### config.mk
export PLATFORM = sky130hd
export DESIGN_NAME = down_counter_ctrl_flat
export DESIGN_NICKNAME = d
export VERILOG_FILES = /design/src/rtl/down_counter_ctrl_if.sv /design/src/rtl/down_counter_ctrl.sv /design/src/flat_wrapper.sv
export SDC_FILE = /design/constraint.sdc
export NUM_CORES = 1
export LEC_CHECK = 0
export CORE_MARGIN = 3
export CORE_UTILIZATION = 43
export CTS_BUF_LIST = sky130_fd_sc_hd__clkbuf_8
export DETAILED_ROUTE_END_ITERATION = 7
export PLACE_DENSITY = 0.88
export SETUP_SLACK_MARGIN = 0.5
export SLEW_MARGIN = 10
export SYNTH_ARGS = -nofsm -noshare
export SYNTH_HDL_FRONTEND = slang
export SYNTH_SLANG_ARGS = --single-unit
### constraint.sdc
create_clock -name clk -period 2 [get_ports clk]
set_clock_uncertainty 0.2 [all_clocks]
set_input_delay 0.4 -clock clk [delete_from_list [all_inputs] [get_ports clk]]
set_output_delay 0.4 -clock clk [all_outputs]
set_load 0.02 [all_outputs]
### src/rtl/down_counter_ctrl_if.sv
// ---------------------------------------------------------------------------
// down_counter_ctrl_if
// Groups the control and status signals of down_counter_ctrl.
//   load_val  : start value, sampled on an accepted start
//   start     : single-cycle start/restart request
//   pause     : level, holds the countdown while high
//   abort     : single-cycle abort request
//   reload_en : (AUTO_RELOAD_EN only) reload on terminal count
//   count     : current counter value
//   busy      : high in RUN or PAUSE
//   done      : one-cycle terminal-count pulse
//   state     : IDLE=00, RUN=01, PAUSE=10, DONE=11
// Modports: master drives the requests, slave is the counter controller.
// Optional feature macro: AUTO_RELOAD_EN
// ---------------------------------------------------------------------------
interface down_counter_ctrl_if #(
    parameter int unsigned WIDTH = 5
);
    logic [WIDTH-1:0] load_val;
    logic             start;
    logic             pause;
    logic             abort;
`ifdef AUTO_RELOAD_EN
    logic             reload_en;
`endif
    logic [WIDTH-1:0] count;
    logic             busy;
    logic             done;
    logic [1:0]       state;

`ifdef AUTO_RELOAD_EN
    modport master (
        output load_val, start, pause, abort, reload_en,
        input  count, busy, done, state
    );
    modport slave (
        input  load_val, start, pause, abort, reload_en,
        output count, busy, done, state
    );
`else
    modport master (
        output load_val, start, pause, abort,
        input  count, busy, done, state
    );
    modport slave (
        input  load_val, start, pause, abort,
        output count, busy, done, state
    );
`endif
endinterface

### src/rtl/down_counter_ctrl.sv
// ---------------------------------------------------------------------------
// down_counter_ctrl
// Sequences a WIDTH-bit programmable down counter: load, decrement once per
// prescaler tick, pause/resume, abort, one-cycle done pulse on terminal count.
// Ports:
//   clk   : clock, rising edge
//   reset : asynchronous active-low reset
//   bus   : down_counter_ctrl_if.slave (load_val/start/pause/abort[/reload_en]
//           in, count/busy/done/state out; all outputs registered)
// Parameters:
//   WIDTH    : counter width
//   PRESCALE : clock cycles per count step (>=1)
// Optional feature macro: AUTO_RELOAD_EN (adds reload_en; reload on terminal
// count instead of entering DONE).
// ---------------------------------------------------------------------------
module down_counter_ctrl #(
    parameter int unsigned WIDTH    = 5,
    parameter int unsigned PRESCALE = 1
) (
    input  logic                 clk,
    input  logic                 reset,
    down_counter_ctrl_if.slave   bus
);

    localparam int unsigned    PSW     = (PRESCALE > 1) ? $clog2(PRESCALE) : 1;
    localparam logic [PSW-1:0] PS_LAST = PSW'(PRESCALE - 1);

    typedef enum logic [1:0] {
        IDLE  = 2'b00,
        RUN   = 2'b01,
        PAUSE = 2'b10,
        DONE  = 2'b11
    } state_e;

    state_e           state_q, state_d;
    logic [WIDTH-1:0] count_q, count_d;
    logic [PSW-1:0]   presc_q, presc_d;
    logic             done_q,  done_d;
    logic             busy_q,  busy_d;

    logic             active;
    logic             advancing;
    logic             tick;
    logic             terminal;
    logic             reload_ok;

    // A cycle in PAUSE with pause already low behaves as a RUN cycle, so
    // every cycle with pause high costs exactly one cycle of countdown.
    assign active    = (state_q == RUN) || (state_q == PAUSE);
    assign advancing = active && !bus.pause;
    assign tick      = advancing && (presc_q == PS_LAST);
    assign terminal  = tick && (count_q == WIDTH'(1));

`ifdef AUTO_RELOAD_EN
    assign reload_ok = bus.reload_en && (bus.load_val != '0);
`else
    assign reload_ok = 1'b0;
`endif

    // State register
    always_ff @(posedge clk or negedge reset) begin
        if (!reset) begin
            state_q <= IDLE;
        end else begin
            state_q <= state_d;
        end
    end

    // Next-state logic: abort > start > pause
    always_comb begin
        state_d = state_q;
        unique case (state_q)
            IDLE, DONE: begin
                if (bus.abort) begin
                    state_d = IDLE;
                end else if (bus.start) begin
                    state_d = (bus.load_val == '0) ? DONE : RUN;
                end
            end
            RUN, PAUSE: begin
                if (bus.abort) begin
                    state_d = IDLE;
                end else if (bus.start) begin
                    state_d = (bus.load_val == '0) ? DONE : RUN;
                end else if (bus.pause) begin
                    state_d = PAUSE;
                end else if (terminal) begin
                    state_d = reload_ok ? RUN : DONE;
                end else begin
                    state_d = RUN;
                end
            end
        endcase
    end

    // Datapath / output next values
    always_comb begin
        count_d = count_q;
        presc_d = presc_q;
        done_d  = 1'b0;
        if (bus.abort) begin
            count_d = '0;
            presc_d = '0;
        end else if (bus.start) begin
            count_d = bus.load_val;
            presc_d = '0;
            done_d  = (bus.load_val == '0);
        end else if (tick) begin
            presc_d = '0;
            if (terminal) begin
                done_d  = 1'b1;
                count_d = reload_ok ? bus.load_val : '0;
            end else if (count_q != '0) begin
                count_d = count_q - WIDTH'(1);
            end
        end else if (advancing) begin
            presc_d = presc_q + PSW'(1);
        end
        busy_d = (state_d == RUN) || (state_d == PAUSE);
    end

    always_ff @(posedge clk or negedge reset) begin
        if (!reset) begin
            count_q <= '0;
            presc_q <= '0;
            done_q  <= 1'b0;
            busy_q  <= 1'b0;
        end else begin
            count_q <= count_d;
            presc_q <= presc_d;
            done_q  <= done_d;
            busy_q  <= busy_d;
        end
    end

    assign bus.count = count_q;
    assign bus.busy  = busy_q;
    assign bus.done  = done_q;
    assign bus.state = state_q;

endmodule

### src/flat_wrapper.sv
// flat-port wrapper written by rule: the top's interface ports become plain ports
module down_counter_ctrl_flat 
#(
    parameter int unsigned WIDTH    = 5,
    parameter int unsigned PRESCALE = 1
)
  (clk, reset, bus_load_val, bus_start, bus_pause, bus_abort, bus_count, bus_busy, bus_done, bus_state);
  down_counter_ctrl_if #(.WIDTH(WIDTH)) bus_i ();
  input  logic clk;
  input  logic reset;
  input wire logic [$bits(bus_i.load_val)-1:0] bus_load_val;
  input wire logic [$bits(bus_i.start)-1:0] bus_start;
  input wire logic [$bits(bus_i.pause)-1:0] bus_pause;
  input wire logic [$bits(bus_i.abort)-1:0] bus_abort;
  output wire logic [$bits(bus_i.count)-1:0] bus_count;
  output wire logic [$bits(bus_i.busy)-1:0] bus_busy;
  output wire logic [$bits(bus_i.done)-1:0] bus_done;
  output wire logic [$bits(bus_i.state)-1:0] bus_state;
  assign bus_i.load_val = bus_load_val;
  assign bus_i.start = bus_start;
  assign bus_i.pause = bus_pause;
  assign bus_i.abort = bus_abort;
  assign bus_count = bus_i.count;
  assign bus_busy = bus_i.busy;
  assign bus_done = bus_i.done;
  assign bus_state = bus_i.state;
  down_counter_ctrl #(.WIDTH(WIDTH), .PRESCALE(PRESCALE)) u_core (.clk(clk), .reset(reset), .bus(bus_i));
endmodule
==> key figures <==
Outcome
  • Status: finished clean

Place
  • DP HPWL: 1420 µm
  • Port Buffers: 18
  • Post-Place Cell Area: 981 µm²
  • RD Place Congestion: 0.845

Yosys
  • Syn nets: 84
  • YS warnings: 0
  • Most frequent cell after synthesis: dfrtp_1
  • Cells after Synth: 71
  • Synth Cell Area: 652 µm²
  • Post-synth EDFFs: 0
  • Yosys top cell by area: dfrtp_1
  • Ranking of synthesized cells by area: dfrtp_1 38%, ha_1 5.8%, nand2_1 4.0%
  • Post-synth cell types: 32
  • Synthesized flop and latch total: 10
  • Sequential-to-total area share from yosys stat: 38.4%
  • Average size of a mapped cell: 9.18 µm²
  • Main synth FF type: dfrtp_1
  • Top-area cell type share of the netlist area: 38.4%
  • Top cells by count, synth: 10 x dfrtp_1, 7 x nand2_1, 6 x inv_1, 6 x nor2_1, 4 x or3_1
  • Synth async-reset ratio: 100%

CTS
  • CTS clock-pin slew for the worst setup and hold paths: 0.05 ns
  • Clock tree sinks: 10
  • Num CTS Buffers: 3
  • CTS max path bufs: 2
  • CTS tree: done
  • CTS Root Cell: clkbuf_8
  • Clock Latency Late Sink: 0.24 ns
  • H-tree lvl count: 1

Timing
  • Crit path time final: 1.97 ns
  • RSZ-0062 raised after global routing: yes
  • Slew Limit Headroom: 66.1%
  • Final hold violations: 0
  • Worst hold margin: 0.280 ns
  • Max-slew violation count: 0
  • Final setup fails: 0
  • Max Freq: 0.509 GHz
  • Pin slew with the least headroom to its limit: 0.507 ns
  • Period utilization: 98.3%
  • Fin Setup TNS: 0 ns

Routing
  • Routed Wire Length: 3090 µm
  • Vias per inst: 6.53
  • Via Count: 875
  • DR pass1 iterations: 4
  • DR WL/cell: 23.1 µm
  • DRC viols: 0
  • Starting DRT DRC Count: 78
  • Post-DRT Antenna Nets: 0

Power and ir drop
  • Max IR drop VDD: 0.561 mV
  • Lkg Pwr: 0.587 nW
  • Power Dens Cells: 600 nW/µm²

Hold path
  • Worst min-delay path class: in -> reg
  • Hold Crit Endpoint: u_core.bus.count[0]$_DFFE_PN0P_
  • HP Start: bus_load_val[0]
  • Hold Path Cell Cnt: 3

Setup path
  • Crit end category: register
  • Worst EP required: 1.92 ns
  • R2R depth: 4
  • R2r endpoint: u_core.bus.count[3]$_DFFE_PN0P_
  • Reg2reg start: u_core.bus.state[1]$_DFF_PN0_
  • Critical Path Start Type: register
  • WP data arrival: 1.88 ns
  • R2R Setup Slk: 0.03 ns
  • Crit path max fanout: 2
  • Crit Path Class: reg -> reg

Layout
  • Design Area, Final: 1290 µm²
  • ANT cells: 0
  • Layout cell share with drive strength beyond 1: 58.8%
  • Nets@finish: 133
  • Area Growth Syn to Fin: 97.7%

Floorplanning
  • Total die area: 2020 µm²
  • Initial Util: 47.7%
  • Die height: 44.9 µm
  • Site row count: 13
  • # IOs: 19
  • Die Wd: 44.9 µm
  • Core ar.: 1370 µm²

GRT
  • Vias in the first global route: 770
  • Tot GR Track Use: 27.1%
  • Largest net degree at the start of global routing: 11
  • First-pass GRT wire length: 3860 µm
  • Initial antenna violation count: 0
  • Overflow after GRT: 0

Flow run
  • MaxCap Viol Count: 0
report_power, final:
part | switching [mW] | internal, mW | leakage [nW]
logic | 0.139 | 0.144 | 0.431
clock network | 0.0854 | 0.174 | 0.0288
registers | 0.0155 | 0.216 | 0.127
metrics by stage:
stage	utilization [%]	cells	power [mW]	worst slack [ns]
after global routing	94.3	134	0.803	-0.00789
final	94.3	134	0.773	0.0346
after CTS	83.4	129	0.704	0.0617
after detailed placement	71.8	118	0.415	-0.339
after floorplan	-	71	0.319	-0.0499
after global placement	71.8	118	0.411	-0.280
cells in the final DEF, fill, tap and decap left out, types with 2 or more instances in the layout:
master	instances
a21oi_1	3
or3_1	2
nor2_2	2
nand3b_1	2
dfrtp_1	6
clkdlybuf4s15_1	2
inv_1	4
mux2i_1	2
or4_4	2
nor2_1	4
buf_4	21
buf_2	4
clkdlybuf4s50_1	3
buf_6	13
clkbuf_8	4
nor3_1	2
dfrtp_2	4
nand2_1	7
or3_4	2
ha_4	2
o211ai_1	2
cells by family (layout without fill, tap and decap cells):
kind of cell	after synthesis	count (layout)	synth area share, %
adders and majority gates	4	4	7.29
and+or+nand+nor	28	28	22.6
DFF	10	10	38.4
xor gates and xnor gates	1	1	1.34
buffers and inverters	8	56	4.61
AOI/OAI and AO/OA	17	17	20.9
muxes	3	3	4.80
state kept, by name, indices dropped and copies added, names as in the netlist:
register / count
u_core.bus.state: 2
u_core.presc_q: 1
u_core.bus.busy: 1
u_core.bus.done: 1
u_core.bus.count: 5
worst max-delay path, stage by stage (launching register included):
cell and delay, ns:
dfrtp_2 0.44, xnor2_4 0.16, or3_4 0.34, or4_4 0.42, a311o_1 0.29
timing repair:
action,4_1_cts,5_1_grt
setup endpoints to repair,18,16
gates cloned,0,0
hold endpoints to repair,0,0
pin swaps,7,10
buffers inserted,7,5
gates resized for setup,70,27
hold buffers,0,0
layer usage:
layer | track usage [%] | wire length [µm] | share of wire [%] | up-vias
li1 | - | - | - | 365
met1 | 36.0 | 1170 | 38 | 415
met2 | 42.1 | 1530 | 49 | 75
met3 | 4.38 | 268 | 8.7 | 20
met4 | 14.0 | 131 | 4.2 | 0
met5 | 0 | 0 | 0 | -
layout make-up:
cell class	count	area, µm²
Multi-Input combinational cell	53	528
Timing Repair Buffer	46	407
Sequential cell	10	255
Fill cell	44	77.6
Clock buffer	4	55.1
Inverter	6	25.0
Tap cell	15	18.8
worst max-delay path by stage:
stage / startpoint / endpoint / depth (start not counted)
floorplan: u_core.bus.state[1]$_DFF_PN0_ / u_core.bus.count[3]$_DFFE_PN0P_ / 4
global placement: bus_pause / u_core.bus.count[3]$_DFFE_PN0P_ / 4
detailed placement: bus_pause / u_core.bus.count[2]$_DFFE_PN0P_ / 5
CTS: u_core.bus.state[0]$_DFF_PN0_ / u_core.bus.count[3]$_DFFE_PN0P_ / 4
global route: u_core.bus.state[1]$_DFF_PN0_ / u_core.bus.count[3]$_DFFE_PN0P_ / 4
finish: u_core.bus.state[1]$_DFF_PN0_ / u_core.bus.count[3]$_DFFE_PN0P_ / 4
Note: power is estimated with default switching activity, not from simulation.
